===== src/rtl/uart_reg_responder.sv =====
// ---------------------------------------------------------------------------
// uart_reg_responder
//
// Purpose:
//   Byte-level command responder between a UART receiver and a UART
//   transmitter. Decodes host frames against an internal register file:
//     write: 0x57, addr, data  -> 0x06 (ACK)
//     read : 0x52, addr        -> reg[addr]
//     other opcode / bad addr  -> 0x15 (NAK)
//   Successful writes are announced to fabric logic with a one-cycle
//   strobe, and fabric logic reads the file through a combinational port.
//
// Optional feature (macro UART_RESP_CSUM_EN):
//   Every frame carries a trailing XOR checksum byte, which is checked in an
//   extra CSUM state. Every response is followed by a second byte equal to
//   opcode ^ addr ^ response (addr taken as 0 for an unknown opcode).
//   Undefined: no checksum byte and single-byte responses.
//
// Parameters:
//   DEPTH          number of 8-bit registers (<= 256)
//   TIMEOUT_CYCLES max idle cycles between bytes inside a frame
//
// Ports:
//   clk, rst          clock; synchronous active-high reset
//   rx_en             receive enable towards the UART receiver
//   rx_data, rx_done  received byte, qualified by a one-cycle pulse
//   tx_data, tx_en    byte to transmit, one-cycle transmit request
//   tx_done           one-cycle pulse when the byte has left the line
//   wr_stb, wr_addr, wr_data  one-cycle register write announcement
//   hw_addr, hw_rdata fabric read port (0 for out-of-range addresses)
//   err               one-cycle pulse on NAK, timeout or overrun
//
// Handshake: all three link signals are pulses, there is no back-pressure.
//   rx_done qualifies rx_data for exactly the cycle it is high; a byte that
//   arrives while rx_en is low is dropped and flagged as an overrun.
//   tx_en is raised for one cycle with tx_data already stable for one cycle;
//   tx_data stays unchanged until the matching tx_done pulse.
// ---------------------------------------------------------------------------
module uart_reg_responder #(
  parameter int DEPTH          = 16,
  parameter int TIMEOUT_CYCLES = 1000000
) (
  input  logic       clk,
  input  logic       rst,
  output logic       rx_en,
  input  logic [7:0] rx_data,
  input  logic       rx_done,
  output logic [7:0] tx_data,
  output logic       tx_en,
  input  logic       tx_done,
  output logic       wr_stb,
  output logic [7:0] wr_addr,
  output logic [7:0] wr_data,
  input  logic [7:0] hw_addr,
  output logic [7:0] hw_rdata,
  output logic       err
);

  localparam logic [7:0] OP_WR = 8'h57;
  localparam logic [7:0] OP_RD = 8'h52;
  localparam logic [7:0] ACK   = 8'h06;
  localparam logic [7:0] NAK   = 8'h15;

  localparam int AW = (DEPTH > 1) ? $clog2(DEPTH) : 1;
  localparam int CW = (TIMEOUT_CYCLES > 1) ? $clog2(TIMEOUT_CYCLES + 1) : 1;
  localparam logic [8:0]    DEPTH_LIM = 9'(DEPTH);
  localparam logic [CW-1:0] TO_LAST   = CW'(TIMEOUT_CYCLES - 1);

  typedef enum logic [2:0] {
    ST_IDLE      = 3'd0,
    ST_ADDR      = 3'd1,
    ST_DATA      = 3'd2,
    ST_EXEC      = 3'd3,
    ST_RESP_LOAD = 3'd4,
    ST_RESP_SEND = 3'd5,
    ST_WAIT_TX   = 3'd6
`ifdef UART_RESP_CSUM_EN
    , ST_CSUM    = 3'd7
`endif
  } state_e;

  // State entered after the last payload byte (addr for reads, data for writes).
`ifdef UART_RESP_CSUM_EN
  localparam state_e ST_PAYLOAD_END = ST_CSUM;
`else
  localparam state_e ST_PAYLOAD_END = ST_EXEC;
`endif

  state_e        state_q, state_d;
  logic [7:0]    op_q, op_d;
  logic [7:0]    addr_q, addr_d;
  logic [7:0]    data_q, data_d;
  logic [CW-1:0] cnt_q, cnt_d;
  logic [7:0]    tx_data_q, tx_data_d;
  logic [7:0]    regs_q [DEPTH];
  logic [7:0]    regs_d [DEPTH];
`ifdef UART_RESP_CSUM_EN
  logic [7:0]    csum_q, csum_d;
  logic          csum_ok_q, csum_ok_d;
  logic          second_q, second_d;
`endif

  logic          in_frame;
  logic          addr_ok;
  logic          frame_ok;
  logic [AW-1:0] addr_idx;
  logic          rx_en_c, tx_en_c, wr_stb_c, err_c;

  // Byte-collecting states after the opcode; only these run the timeout.
`ifdef UART_RESP_CSUM_EN
  assign in_frame = (state_q == ST_ADDR) || (state_q == ST_DATA) || (state_q == ST_CSUM);
  assign frame_ok = addr_ok && csum_ok_q;
`else
  assign in_frame = (state_q == ST_ADDR) || (state_q == ST_DATA);
  assign frame_ok = addr_ok;
`endif

  assign addr_ok  = ({1'b0, addr_q} < DEPTH_LIM);
  assign addr_idx = addr_q[AW-1:0];

  always_comb begin
    state_d   = state_q;
    op_d      = op_q;
    addr_d    = addr_q;
    data_d    = data_q;
    cnt_d     = cnt_q;
    tx_data_d = tx_data_q;
    regs_d    = regs_q;
`ifdef UART_RESP_CSUM_EN
    csum_d    = csum_q;
    csum_ok_d = csum_ok_q;
    second_d  = second_q;
`endif
    tx_en_c   = 1'b0;
    wr_stb_c  = 1'b0;
    err_c     = 1'b0;
    rx_en_c   = (state_q == ST_IDLE) || in_frame;

    case (state_q)
      ST_IDLE: begin
        if (rx_done) begin
          op_d   = rx_data;
          addr_d = '0;
          data_d = '0;
          cnt_d  = '0;
`ifdef UART_RESP_CSUM_EN
          csum_d   = rx_data;
          second_d = 1'b0;
`endif
          if (rx_data == OP_WR || rx_data == OP_RD) begin
            state_d = ST_ADDR;
          end else begin
            // Unknown opcode: NAK right away, nothing more of the frame is read.
            tx_data_d = NAK;
            err_c     = 1'b1;
            state_d   = ST_RESP_LOAD;
          end
        end
      end
      ST_ADDR: begin
        if (rx_done) begin
          addr_d  = rx_data;
          cnt_d   = '0;
`ifdef UART_RESP_CSUM_EN
          csum_d  = csum_q ^ rx_data;
`endif
          state_d = (op_q == OP_WR) ? ST_DATA : ST_PAYLOAD_END;
        end
      end
      ST_DATA: begin
        if (rx_done) begin
          data_d  = rx_data;
          cnt_d   = '0;
`ifdef UART_RESP_CSUM_EN
          csum_d  = csum_q ^ rx_data;
`endif
          state_d = ST_PAYLOAD_END;
        end
      end
`ifdef UART_RESP_CSUM_EN
      ST_CSUM: begin
        if (rx_done) begin
          csum_ok_d = (rx_data == csum_q);
          cnt_d     = '0;
          state_d   = ST_EXEC;
        end
      end
`endif
      ST_EXEC: begin
        if (frame_ok) begin
          if (op_q == OP_WR) begin
            regs_d[addr_idx] = data_q;
            wr_stb_c         = 1'b1;
            tx_data_d        = ACK;
          end else begin
            tx_data_d = regs_q[addr_idx];
          end
        end else begin
          tx_data_d = NAK;
          err_c     = 1'b1;
        end
        state_d = ST_RESP_LOAD;
      end
      // tx_data was loaded on entry here, so it is stable one cycle before tx_en.
      ST_RESP_LOAD: state_d = ST_RESP_SEND;
      ST_RESP_SEND: begin
        tx_en_c = 1'b1;
        state_d = ST_WAIT_TX;
      end
      ST_WAIT_TX: begin
        if (tx_done) begin
`ifdef UART_RESP_CSUM_EN
          if (!second_q) begin
            // Trailer byte: tx_data_q still holds the first response here.
            tx_data_d = op_q ^ addr_q ^ tx_data_q;
            second_d  = 1'b1;
            state_d   = ST_RESP_LOAD;
          end else begin
            state_d = ST_IDLE;
          end
`else
          state_d = ST_IDLE;
`endif
        end
      end
      default: state_d = ST_IDLE;
    endcase

    // Inter-byte timeout; a byte arriving on the expiry cycle takes priority.
    if (in_frame && !rx_done) begin
      if (cnt_q == TO_LAST) begin
        cnt_d   = '0;
        err_c   = 1'b1;
        state_d = ST_IDLE;
      end else begin
        cnt_d = cnt_q + 1'b1;
      end
    end

    // Overrun: a byte arriving while not receiving is dropped.
    if (rx_done && !rx_en_c) begin
      err_c = 1'b1;
    end
  end

  always_ff @(posedge clk) begin
    if (rst) begin
      state_q   <= ST_IDLE;
      op_q      <= '0;
      addr_q    <= '0;
      data_q    <= '0;
      cnt_q     <= '0;
      tx_data_q <= '0;
      for (int i = 0; i < DEPTH; i++) begin
        regs_q[i] <= '0;
      end
`ifdef UART_RESP_CSUM_EN
      csum_q    <= '0;
      csum_ok_q <= 1'b0;
      second_q  <= 1'b0;
`endif
    end else begin
      state_q   <= state_d;
      op_q      <= op_d;
      addr_q    <= addr_d;
      data_q    <= data_d;
      cnt_q     <= cnt_d;
      tx_data_q <= tx_data_d;
      regs_q    <= regs_d;
`ifdef UART_RESP_CSUM_EN
      csum_q    <= csum_d;
      csum_ok_q <= csum_ok_d;
      second_q  <= second_d;
`endif
    end
  end

  // Outputs are forced low while reset is held, even before the first edge.
  assign rx_en   = rx_en_c  & ~rst;
  assign tx_en   = tx_en_c  & ~rst;
  assign wr_stb  = wr_stb_c & ~rst;
  assign err     = err_c    & ~rst;
  assign tx_data = rst ? 8'h00 : tx_data_q;
  assign wr_addr = rst ? 8'h00 : addr_q;
  assign wr_data = rst ? 8'h00 : data_q;

  // Reads the registered file, so a same-cycle write shows up one cycle later.
  assign hw_rdata = ({1'b0, hw_addr} < DEPTH_LIM) ? regs_q[hw_addr[AW-1:0]] : 8'h00;

endmodule


===== config.mk =====
export PLATFORM = sky130hd
export DESIGN_NAME = uart_reg_responder
export DESIGN_NICKNAME = d
export VERILOG_FILES = /design/src/rtl/uart_reg_responder.sv
export SDC_FILE = /design/constraint.sdc
export NUM_CORES = 1
export LEC_CHECK = 0
export ABC_AREA = 1
export BUFFER_PORTS_ARGS = -buffer_cell sky130_fd_sc_hd__buf_2
export CAP_MARGIN = 20
export CORE_ASPECT_RATIO = 1.25
export CORE_MARGIN = 5
export CORE_UTILIZATION = 62
export DETAILED_ROUTE_END_ITERATION = 16
export PLACE_DENSITY = 0.81
export RECOVER_POWER = 50
export SLEW_MARGIN = 20
export SYNTH_ARGS = -nofsm -noshare
export SYNTH_HDL_FRONTEND = slang
export SYNTH_SLANG_ARGS = --single-unit

===== constraint.sdc =====
create_clock -name clk -period 2.45 [get_ports clk]
set_clock_uncertainty 0.05 [all_clocks]
set_input_delay 0.49 -clock clk [delete_from_list [all_inputs] [get_ports clk]]
set_output_delay 0.49 -clock clk [all_outputs]
set_load 0.05 [all_outputs]

; After elaboration in Yosys (flattened, before gate mapping)
; Index checks and enable logic that the tools add are counted.
[totals]
mem_count = 0
latch_bits = 0
reg_bits = 183
ram_bits = 0
wordCells = 116
inputBits = 20
mem_bits_ro = 0
out_inout_bits = 36
[classes]
n_lt_le_gt_ge = 5
n_eq_ne = 14
n_bitwise = 7
n_shift = 0
n_mux = 46
div = 0
n_reduce_logical = 21
mul = 0
add_sub_neg = 1
[ops]
columns = operator, count
row1 = $bwmux 128, 1
row2 = $mux 8, 15
row3 = $mux 20, 4
row4 = $bmux 8 s4, 2
row5 = $pmux 8 s2, 3
row6 = $demux 8 s4, 1
row7 = $eq 8x7->1 const B, 3
row8 = $mux 3, 7
row9 = $pmux 3 s7, 1
row10 = $add 20x1->20 const B, 1
row11 = $eq 20x20->1 const B, 1
row12 = $lt 8x5->1 const B, 2
row13 = $reduce_and 3->1, 4
row14 = $mux 1, 11
row15 = $ge 5x5->1 const B, 2
row16 = $not 4->5, 2
row17 = $reduce_bool 2->1, 5
row18 = $eq 3x3->1 const B, 3
row19 = $ne 2x2->1 const B, 4
row20 = $eq 3x2->1 const B, 2
row21 = $lt 5x1->1 const B, 1
row22 = $and 1x1->1, 4
row23 = $reduce_and 2->1, 2
row24 = $eq 3x1->1 const B, 1
row25 = 7 further kinds, 12

; Longest topological paths before layout
; Gate-level depths: netlist of run 1.
[depth]
word_depth = 9
ltp_mapped = 13
ltp_nobuf = 11

; Worst setup path after synthesis of run 1
; Ideal clock, no wire load.
[synth_timing]
path_type = register -> output
start = reg state_q[0]
end = out wr_stb
path_stages_with_launch = 9
t_arrival_ns = 2.269
path_buffers = 2
required_time_ns = 1.910
setup_slack_ns = -0.359
path_cell_list = dfxtp_1 > buf_2 > nand2_1 > nor2_2 > inv_2 > nor2_8 > buf_6 > inv_1 > nor3_1
[synth_between]
elab_chain_len = 3
[synth_rtl]
columns = element, line_no
row1 = start: declaration, 89  ; state_e state_q, state_d;
row2 = start signal: assignment, 263  ; state_q <= state_d;
row3 = $eq 3x2->1, 139  ; case (state_q)
row4 = $mux 1, 139
row5 = $and 1x1->1, 281  ; assign wr_stb = wr_stb_c & ~rst;
row6 = end: declaration, 51  ; output logic wr_stb,
; Every way passes these cells.

; Worst setup path in the final report of run 1
[layout_timing]
start = in hw_addr[0]
end = out hw_rdata[5]
[layout_between]
elab_chain_len = 5
elab_cells_between_ends = 6
classes_between = order compare: 1 / mux: 4 / bitwise: 1
[layout_rtl]
columns = element, line_no
row1 = start: declaration, 54  ; input logic [7:0] hw_addr,
row2 = $not 4->5 (not written as such), 288  ; assign hw_rdata = ({1'b0, hw_addr} < DEPTH_LIM) ? regs_q[hw_addr[AW-1:0]] : 8'h00;
row3 = $bmux 8 s4, 288
row4 = $mux 8 (not written as such) (2 in series), 288
row5 = $mux 8 *, 288
row6 = end: declaration, 55  ; output logic [7:0] hw_rdata,
; Every way passes the cells marked *; elsewhere a longest branch is shown, timed or not. The select of a mux whose other input is x is not followed.

==> results of run 1 <==
[cell usage after synthesis]
| master | count | area [um2] |
|---|---|---|
| nand3_1 | 78 | 390 |
| or4_1 | 1 | 7.51 |
| o21bai_1 | 4 | 30.0 |
| nand4_1 | 22 | 138 |
| clkbuf_1 | 66 | 248 |
| buf_1 | 20 | 75.1 |
| nor3_1 | 9 | 45.0 |
| nand4_4 | 7 | 149 |
| a31o_2 | 1 | 8.76 |
| nor2_1 | 366 | 1370 |
| o211ai_1 | 1 | 7.51 |
| ha_1 | 1 | 12.5 |
| a21oi_1 | 102 | 510 |
| nor3_2 | 1 | 10.0 |
| nor2_8 | 1 | 20.0 |
| buf_2 | 21 | 105 |
| dfxtp_1 | 183 | 3660 |
| inv_1 | 196 | 736 |
| o21ai_0 | 116 | 581 |
| o31ai_1 | 1 | 7.51 |
| a31oi_1 | 1 | 6.26 |
| xor2_1 | 5 | 43.8 |
| clkinv_1 | 1 | 3.75 |
| a21o_1 | 1 | 7.51 |
| o32ai_1 | 16 | 140 |
| nor2_2 | 2 | 12.5 |
| inv_2 | 3 | 11.3 |
| buf_6 | 1 | 11.3 |
| nand2_1 | 556 | 2090 |
[what timing repair did]
action,in CTS,in global routing
gates cloned,0,0
hold endpoints to repair,0,0
endpoints found under the setup margin,4,10
hold buffers,0,0
resized for setup,5,31
setup buffers,0,1
pin swaps,0,5
[report_power, final]
part | internal [uW] | total (uW) | switching [uW]
clock | 1430 | 2730 | 1310
sequential | 3100 | 3200 | 99.1
combinational | 353 | 1350 | 993
[metrics by stage]
stage | instances | hold slack (ps) | power [uW]
4_1_cts | 2040 | 262 | 7250
5_1_grt | 2041 | 279 | 7540
3_3_place_gp | 2008 | 400 | 4550
3_5_place_dp | 2008 | 421 | 4560
2_1_floorplan | 1783 | 379 | 4140
6_report | 2041 | 262 | 7280
[state kept, by name (all words and copies together) (netlist names)]
register and count:
addr_q 8, cnt_q 20, data_q 8, op_q 8
regs_q 128, state_q 3, tx_data_q 8
[logic make-up after synthesis]
kind of cell,count (synthesis),synth area share
flip-flops,183,0.351
XOR/XNOR,5,0.00419
AND/OR/NAND/NOR,1043,0.405
buffers and inverters,308,0.114
AO/OA/AOI/OAI,243,0.124
adder cells (fa/ha/maj),1,0.00120
[routing by layer]
metal	routed length, um	share of wire
met5	0	0
met4	2030	0.059
met3	3090	0.090
met2	15500	0.45
met1	13800	0.40
[layout make-up]
type,instances,area [um2]
clock buffer,17,425
clock inverter,15,145
fill,1527,4950
inverter,200,751
multi-input combinational,1292,5720
sequential,183,3670
tap,220,275
timing repair buffer,114,766
[path summary, 6_finish.rpt]
| kind | from | cells past startpoint | endpoint | slack, ps |
|---|---|---|---|---|
| worst max-delay path | hw_addr[0] | 8 | hw_rdata[5] | 40 |
| worst min-delay path | rx_data[4] | 3 | op_q[4] | 260 |
| worst max register to register | addr_q[1] | 9 | regs_q[73] | 90 |
| worst min register to register | op_q[7] | 2 | op_q[7] | 420 |
[cells in the final DEF (no fill, tap or decap), drive strengths merged]
| cell type | n |
|---|---|
| nand4 | 29 |
| clkbuf | 49 |
| o21ai | 116 |
| clkinv | 6 |
| nand3 | 78 |
| o211ai | 1 |
| a21o | 1 |
| xor2 | 5 |
| inv | 205 |
| buf | 82 |
| nor3 | 10 |
| o21bai | 4 |
| a31oi | 1 |
| ha | 1 |
| nand2 | 556 |
| nor2 | 369 |
| o31ai | 1 |
| clkinvlp | 3 |
| bufinv | 1 |
| o32ai | 16 |
| a31o | 1 |
| a21oi | 102 |
| dfxtp | 183 |
| or4 | 1 |
[worst register-to-register path: stages (launching register included)]
cell and delay [ps]:
dfxtp_1 560, inv_1 150, buf_4 210, nor2_1 140
clkbuf_1 470, nand4_1 160, clkbuf_2 280, nand2_1 120
nand2_1 50, nor2_1 110
==> impl_results.md, run 1 <==
- Status: finished clean
- Clock slew seen by the registers of the worst setup and hold paths: 70 ps
- GR Util met3: 0.0628
- Core ar.: 16700 um2
- RSZ-0062 raised after global routing: yes
- Antenna-violating nets left: 0
- Max VDD drop: 0.000506 V
- Min Tclk post-route: 2410 ps
- Worst path arrival time: 1870 ps
- Die Wd: 126 um
- Routed via count: 11400
- Die height: 155 um
- Fin area: 11800 um2
- Critical path's largest stage delay: 270 ps
- Clock sink total: 183
- Die area: 19600 um2
- Static leakage: 0.00603 uW
- Critical path data required time: 1910 ps
- H-tree Lvls: 4
- Syn Nets: 1804
- Drt total wl: 34.4 mm
- Grt met1 use: 0.452
- Post-Synthesis Cells: 1783
- Syn avg cell area: 5.86 um2
- Crit Path Class: input pin to primary output
- Final design utilization: 0.704
- Setup violations, final: 0
- Hold WC Path Type: input pin to flip-flop
- Vias per inst: 5.58
- Num CTS Buffers: 17
- Initial antenna violation count: 0
- Drt first pass iters: 6
- Port Buffers: 55
- Least-Margin Pin Slew: 769 ps
- Flops & latches, synth: 183
- Max Cap Viol: 0
- CP Buf/Inv Count: 3
- Initial Utilization: 0.625
- Placement Setup Slack: -12.0 ps
- Final TNS setup: 0 ps
- CP Max Fanout: 80
- Clock Path Buffers: 2
- Final worst setup slack: 44.6 ps
- Worst-Skew Late Latency: 450 ps
- GRT Total Usage: 0.350
- Final hold violation count: 0
- Final Max Tran Viols: 0
- Cell area after synthesis: 10400 um2
- Period utilization: 0.982
- I/O pin count: 56
- Clock root buffer: clkbuf_16
- GPL Wtd Cong: 0.984
- Cell family with most CP delay: buffers and inverters
- Post-DP HPWL: 24.4 mm
- Distinct cells, synth: 29
- Seq/Total Area, Yosys: 0.351
- DR iter-0 viols: 1227
- GR Util met2: 0.555
- Residual DRC: 0
- Pwr dens: 619 nW/um2
- CP Launch Type: input pin
- Num rows: 53
- Vias in the first global route: 10200
- Largest net degree at the start of global routing: 81
- CP cell instances: buf_2, buf_12, a21oi_1, o21ai_0, nand3_1, nand3_1, a21oi_4, buf_2
- Total grt overflow: 0
- Cell Area, Placed: 11100 um2
- Area grow syn2layout: 12.6%
- Proportion of layout cells with a drive suffix above 1: 0.0939
- F_max: 0.416 GHz
- Crit-path slowest cell: buf_2
- Crit. End Element: primary output
- # diodes: 0
- Layout Nets: 1829
- Avg WL per Cell: 16.9 um
- Yosys warns: 0
- Gr busiest metal: met2
- CTS tree: built
- Global-route wire length before repair: 54.7 mm
- Slew HR: 0.487
Note: power is estimated with default switching activity, not from simulation.
==> run 2: changes to the inputs <==
--- a/config.mk
+++ b/config.mk
@@ -8,7 +8,6 @@
 export ABC_AREA = 1
 export BUFFER_PORTS_ARGS = -buffer_cell sky130_fd_sc_hd__buf_2
 export CAP_MARGIN = 20
-export CORE_ASPECT_RATIO = 1.25
 export CORE_MARGIN = 5
 export CORE_UTILIZATION = 62
 export DETAILED_ROUTE_END_ITERATION = 16
==> run 2 against run 1 <==
Combinational power about the same; clock power down 3%; sequential cell count unchanged; register-to-register slack about the same; clock-buffer cell count up 1; setup slack worse by 17 ps; worst hold slack better by 5.1 ps; critical path depth unchanged; first-iteration DRC count about the same; cell area down 0.71%; via count down 1.9%; sequential power about the same; critical endpoint is now err; largest cell class unchanged; highest routed layer unchanged.
==> impl_results.md, run 2 (same netlist as run 1, synthesis figures left out) <==
- Status: finished clean (unchanged)
- Switching Fraction: 0.324 (was 0.330)
- R2r setup slk: 90 ps (about the same)
- Proportion of layout cells with a drive suffix above 1: 0.0867 (was 0.0939)
- Residual DRC: 0 (unchanged)
- Drt total wl: 32.4 mm (was 34.4 mm)
- Port Buffers: 55 (unchanged)
- Slew HR: 0.480 (was 0.487)
- Period utilization: 0.989 (was 0.982)
- # diodes: 0 (unchanged)
- Final hold violation count: 0 (unchanged)
- Drt first pass iters: 7 (was 6)
- Max VDD drop: 0.000532 V (was 0.000506 V)
- Antenna-violating nets left: 0 (unchanged)
- Crit. End Element: primary output (unchanged)
- Die Wd: 140 um (was 126 um)
- Layout Nets: 1820 (was 1829)
- Final TNS setup: 0 ps (unchanged)
- Clock slew seen by the registers of the worst setup and hold paths: 70 ps (about the same)
- Die height: 140 um (was 155 um)
- Largest net degree at the start of global routing: 83 (was 81)
- CP Max Fanout: 4 (was 80)
- Register with the most flip-flops: regs_q (unchanged)
- Crit Path Class: flip-flop to primary output (was input pin to primary output)
- I/O pin count: 56 (unchanged)
- R2R Path Start: state_q[0] (was addr_q[1])
- Global-route wire length before repair: 52.2 mm (was 54.7 mm)
- F_max: 0.413 GHz (was 0.416 GHz)
- Sw Pwr: 2320 uW (was 2400 uW)
- Num rows: 47 (was 53)
- Max Cap Viol: 0 (unchanged)
- Largest regs: regs_q: 128 flops, cnt_q: 20 flops (unchanged)
- Worst r2r path cells: 10 (was 9)
- Routed via count: 11200 (was 11400)
- Pwr dens: 614 nW/um2 (was 619 nW/um2)
- Area grow syn2layout: 11.8% (was 12.6%)
- Largest register FFs: 128 (unchanged)
- Final Max Tran Viols: 0 (unchanged)
- Core ar.: 16500 um2 (was 16700 um2)
- Most frequent cells in the layout: 556 x nand2_1, 365 x nor2_1, 196 x inv_1 (unchanged)
- Post-DP HPWL: 22.0 mm (was 24.4 mm)
- GRT Total Usage: 0.329 (was 0.350)
- Num CTS Buffers: 17 (unchanged)
- Critical path data required time: 1910 ps (about the same)
- Clock Path Buffers: 2 (unchanged)
- Min Tclk post-route: 2420 ps (was 2410 ps)
- Vias per inst: 5.50 (was 5.58)
- Worst-Skew Late Latency: 440 ps (was 450 ps)
- H-tree Lvls: 4 (unchanged)
- Worst R2R End: regs_q[76] (was regs_q[73])
- Sequential share of power: 0.444 (was 0.439)
- Clock share of power: 0.368 (was 0.376)
- Clock root buffer: clkbuf_16 (unchanged)
- Power Total: 7160 uW (was 7280 uW)
- Avg WL per Cell: 16.0 um (was 16.9 um)
- RSZ-0062 raised after global routing: yes (unchanged)
- Commonest non-fill, non-tap cell in the layout: nand2_1 (unchanged)
- Static leakage: 0.00600 uW (was 0.00603 uW)
- GPL Wtd Cong: 0.956 (was 0.984)
- Worst Setup SP: cnt_q[0] (was hw_addr[0])
- Clock sink total: 183 (unchanged)
- Initial Utilization: 0.632 (was 0.625)
- Die area: 19500 um2 (was 19600 um2)
- Total grt overflow: 0 (unchanged)
- Combinational share of power: 0.188 (was 0.185)
- Initial antenna violation count: 0 (unchanged)
- Hold WC Path Type: input pin to flip-flop (unchanged)
- Postcts setup bufs: 0 (unchanged)
- Setup crit end: err (was hw_rdata[5])
- CTS tree: built (unchanged)
- DR iter-0 viols: 1228 (was 1227)
- Worst path arrival time: 1880 ps (was 1870 ps)
- Least-Margin Pin Slew: 780 ps (was 769 ps)
- Vias in the first global route: 10100 (was 10200)
- Int Pwr: 4850 uW (was 4880 uW)
- CP Launch Type: flip-flop (was input pin)
- Hold Buf Count CTS: 0 (unchanged)
- Setup violations, final: 0 (unchanged)
## run 2: cell count changes in the layout (fill, tap and decap cells not counted), moves of 3 or more
cell,delta
inv_8,-3
clkbuf_2,-11
clkbuf_1,+3
buf_4,-11
buf_2,+11
## run 2: cell type report
class / instances / area (um2)
repair buffers: 105 / 703
inverters: 200 / 753
flip-flops and latches: 183 / 3670
multi-input cells: 1292 / 5720
well taps: 220 / 275
clock buffers: 18 / 429
fillers: 1528 / 4850
clock inverters: 12 / 120
## run 2: power by group through the flow
stage / Sequential [uW] / Combinational [uW] / Clock [uW]
floorplan: 3210 / 935 / 0
finish: 3180 / 1350 / 2640
global route: 3190 / 1460 / 2800
CTS: 3170 / 1350 / 2650
global placement: 3230 / 1320 / 0
detailed placement: 3240 / 1330 / 0
## run 2: metal layers
| metal | track usage | routed length (um) |
|---|---|---|
| met4 | 0.170 | 1620 |
| met2 | 0.517 | 14800 |
| met1 | 0.423 | 13100 |
| met5 | 0 | 0 |
| met3 | 0.0731 | 2830 |
## run 2: worst min path at each step
stage	from	end	slack, ps	cells past startpoint
finish	rx_data[3]	op_q[3]	270	3
global route	rx_data[3]	op_q[3]	270	3
CTS	rx_data[3]	op_q[3]	260	3
detailed placement	op_q[7]	op_q[7]	410	2
global placement	op_q[7]	op_q[7]	400	2
floorplan	op_q[7]	op_q[7]	380	2
## run 2: metrics by stage
stage / area (um2) / hold WS, ps / util / std cells / setup slack, ps
final: 11700 / 267 / 0.706 / 2030 / 27.2
after global routing: 11700 / 274 / 0.706 / 2030 / -67.9
after global placement: 11100 / 399 / 0.671 / 2000 / -2.57
after CTS: 11700 / 259 / 0.705 / 2030 / -21.5
after detailed placement: 11100 / 411 / 0.671 / 2000 / -0.299
after floorplan: 10500 / 379 / - / 1783 / 6.76
## run 2: what timing repair did
| action | 4_1_cts | 5_1_grt |
|---|---|---|
| gates resized for setup | 6 | 23 |
| endpoints found under the setup margin | 3 | 9 |
| pin swaps | 0 | 1 |
## run 2: critical path, stage by stage, from the launching register on
cell     delay, ps
dfxtp_2        350
ha_2           200
nand3_4        110
nor3_4         210
nand3_2        120
nor2_1         110
nor2_1          50
nor2_1         110
buf_6          180
==> run 3: changes to the inputs <==
--- a/config.mk
+++ b/config.mk
@@ -11,6 +11,7 @@
 export CORE_MARGIN = 5
 export CORE_UTILIZATION = 62
 export DETAILED_ROUTE_END_ITERATION = 16
+export GPL_ROUTABILITY_DRIVEN = 0
 export PLACE_DENSITY = 0.81
 export RECOVER_POWER = 50
 export SLEW_MARGIN = 20
==> constraint.sdc (replaced) <==
create_clock -name clk -period 2.45 [get_ports clk]
set_clock_uncertainty 0.05 [all_clocks]
set_input_delay 0.49 -clock clk [delete_from_list [all_inputs] [get_ports clk]]
set_output_delay 0.49 -clock clk [all_outputs]
set_load 0.02 [all_outputs]
==> run 3 against run 2 <==
Global-route usage rose by 0.070 points; via count is 2.0% higher; wire length grew 0.78%; clock power is 8.0% higher; register-to-register slack improved by 230 ps; combinational power fell by 7%; clock-buffer cell count rose by 2; critical path depth is the same; sequential power about the same; sequential cell count is the same; critical endpoint is now hw_rdata[4]; largest power group unchanged; highest routed layer unchanged.
==> impl_results.md, run 3 (same netlist as run 1, synthesis figures left out) <==
- Residual DRC: 0 (unchanged)
- Worst-Skew Late Latency: 440 ps (about the same)
- Hold WC Path Type: input pin to flip-flop (unchanged)
- Initial antenna violation count: 0 (unchanged)
- Critical path data required time: 1910 ps (about the same)
- Num rows: 47 (unchanged)
- Die area: 19500 um2 (unchanged)
- Status: finished clean (unchanged)
- Drt total wl: 32.7 mm (was 32.4 mm)
- Total grt overflow: 0 (unchanged)
- Setup violations, final: 0 (unchanged)
- Sequential share of power: 0.437 (was 0.444)
- Period utilization: 0.976 (was 0.989)
- Register with the most flip-flops: regs_q (unchanged)
- Core ar.: 16500 um2 (unchanged)
- Drt first pass iters: 6 (was 7)
- Hold Buf Count CTS: 0 (unchanged)
- CP Launch Type: input pin (was flip-flop)
- Static leakage: 0.00608 uW (was 0.00600 uW)
- RSZ-0062 raised after global routing: yes (unchanged)
- # diodes: 0 (unchanged)
- H-tree Lvls: 4 (unchanged)
- Vias per inst: 5.60 (was 5.50)
- Die Wd: 140 um (unchanged)
- Initial Utilization: 0.632 (unchanged)
- DR iter-0 viols: 1362 (was 1228)
- Crit Path Class: input pin to primary output (was flip-flop to primary output)
- Largest net degree at the start of global routing: 81 (was 83)
- I/O pin count: 56 (unchanged)
- # fillers: 1434 (was 1528)
- Vias in the first global route: 10000 (was 10100)
- Avg WL per Cell: 16.1 um (was 16.0 um)
- Most frequent cells in the layout: 556 x nand2_1, 364 x nor2_1, 195 x inv_1 (was 556 x nand2_1, 365 x nor2_1, 196 x inv_1)
- Largest register FFs: 128 (unchanged)
- CP Max Fanout: 32 (was 4)
- Num CTS Buffers: 17 (unchanged)
- Switching Fraction: 0.306 (was 0.324)
- Clock sink total: 183 (unchanged)
- Final worst setup slack: 58.6 ps (was 27.2 ps)
- Least-Margin Pin Slew: 641 ps (was 780 ps)
- Slew HR: 0.571 (was 0.480)
- Commonest non-fill, non-tap cell in the layout: nand2_1 (unchanged)
- Die height: 140 um (unchanged)
- Min Tclk post-route: 2390 ps (was 2420 ps)
- Clock root buffer: clkbuf_16 (unchanged)
- Placed cells: 2000 (unchanged)
- Sw Pwr: 2230 uW (was 2320 uW)
- Final Max Tran Viols: 0 (unchanged)
- Register area: 3670 um2 (about the same)
- Largest regs: regs_q: 128 flops, cnt_q: 20 flops (unchanged)
- Layout Nets: 1822 (was 1820)
- Max VDD drop: 0.000832 V (was 0.000532 V)
- Pwr dens: 624 nW/um2 (was 614 nW/um2)
- Worst path arrival time: 1850 ps (was 1880 ps)
- Clock slew seen by the registers of the worst setup and hold paths: 70 ps (about the same)
- Post-DP HPWL: 22.6 mm (was 22.0 mm)
- Area grow syn2layout: 11.9% (was 11.8%)
- Combinational share of power: 0.172 (was 0.188)
- Int Pwr: 5060 uW (was 4850 uW)
- Antenna-violating nets left: 0 (unchanged)
- Max Cap Viol: 0 (unchanged)
- Global-route wire length before repair: 52.4 mm (was 52.2 mm)
- Port Buffers: 55 (unchanged)
- Crit. End Element: primary output (unchanged)
- Proportion of layout cells with a drive suffix above 1: 0.0926 (was 0.0867)
- Routed via count: 11400 (was 11200)
- Placement Setup Slack: 112 ps (was -0.299 ps)
- Multi-input combinational cell area: 5640 um2 (was 5720 um2)
- Clock Path Buffers: 2 (unchanged)
- GRT Total Usage: 0.329 (about the same)
- Clock share of power: 0.391 (was 0.368)
- Power Total: 7290 uW (was 7160 uW)
- Final hold violation count: 0 (unchanged)
- CTS tree: built (unchanged)
- Finished Layout Cells: 2034 (was 2030)
- F_max: 0.418 GHz (was 0.413 GHz)
- Final TNS setup: 0 ps (unchanged)
run 3: cell count changes in the layout (fill, tap and decap cells not counted), moves of 2 or more:
| cell | previous run | this run |
|---|---|---|
| clkbuf_8 | 0 | 3 |
| clkbuf_1 | 12 | 0 |
| a21oi_1 | 94 | 101 |
| buf_6 | 3 | 0 |
| buf_4 | 36 | 50 |
| buf_2 | 39 | 52 |
| dfxtp_4 | 0 | 2 |
| a21oi_4 | 8 | 0 |
| clkbuf_4 | 3 | 0 |
| clkinv_4 | 3 | 1 |
| dfxtp_2 | 5 | 3 |
| clkbuf_2 | 8 | 0 |
run 3: area by class of cell:
type | count | share of cell area
multi-input combinational | 1292 | 0.483
sequential | 183 | 0.315
inverter | 200 | 0.0645
timing repair buffer | 107 | 0.0630
clock buffer | 20 | 0.0400
tap | 220 | 0.0236
clock inverter | 12 | 0.0118
run 3: metal layers:
metal	track usage	vias to the layer above	routed length [um]
met2	0.509	641	14500
met4	0.143	0	1540
met5	0	-	0
met1	0.442	5055	13000
li1	-	5556	-
met3	0.0748	133	3620
run 3: worst paths after layout:
kind                               endpoint  depth (start not counted)  startpoint  slack, ps
worst min register to register      op_q[7]                          2     op_q[7]        400
worst max register to register   regs_q[64]                          7   addr_q[1]        320
worst max-delay path            hw_rdata[4]                          8  hw_addr[1]         60
worst min-delay path                op_q[5]                          3  rx_data[5]        280
run 3: worst max-delay path: stages:
cell     delay, ps
buf_2          120
buf_4          250
a21oi_1        140
o21ai_0        180
nand3_1        130
nand3_1         80
a21oi_1        230
buf_2          220
run 3: per-stage QoR:
step | utilization | instance area [um2] | hold slack, ps
detailed placement | 0.665 | 11000 | 399
CTS | 0.704 | 11600 | 269
floorplan | - | 10400 | 379
global placement | 0.665 | 11000 | 400
finish | 0.707 | 11700 | 275
global route | 0.707 | 11700 | 286
run 3: what timing repair did:
item	in CTS	in global routing
setup endpoints to repair	2	4
gates resized for setup	8	12
pin swaps	3	2
gates cloned	0	0
buffers inserted	1	1
run 3: power by group through the flow:
stage / Clock [uW] / Sequential [uW] / Combinational, uW
6_report: 2850 / 3190 / 1260
5_1_grt: 3000 / 3200 / 1370
4_1_cts: 2860 / 3180 / 1220
3_5_place_dp: 0 / 3240 / 1220
3_3_place_gp: 0 / 3230 / 1210
2_1_floorplan: 0 / 3210 / 840
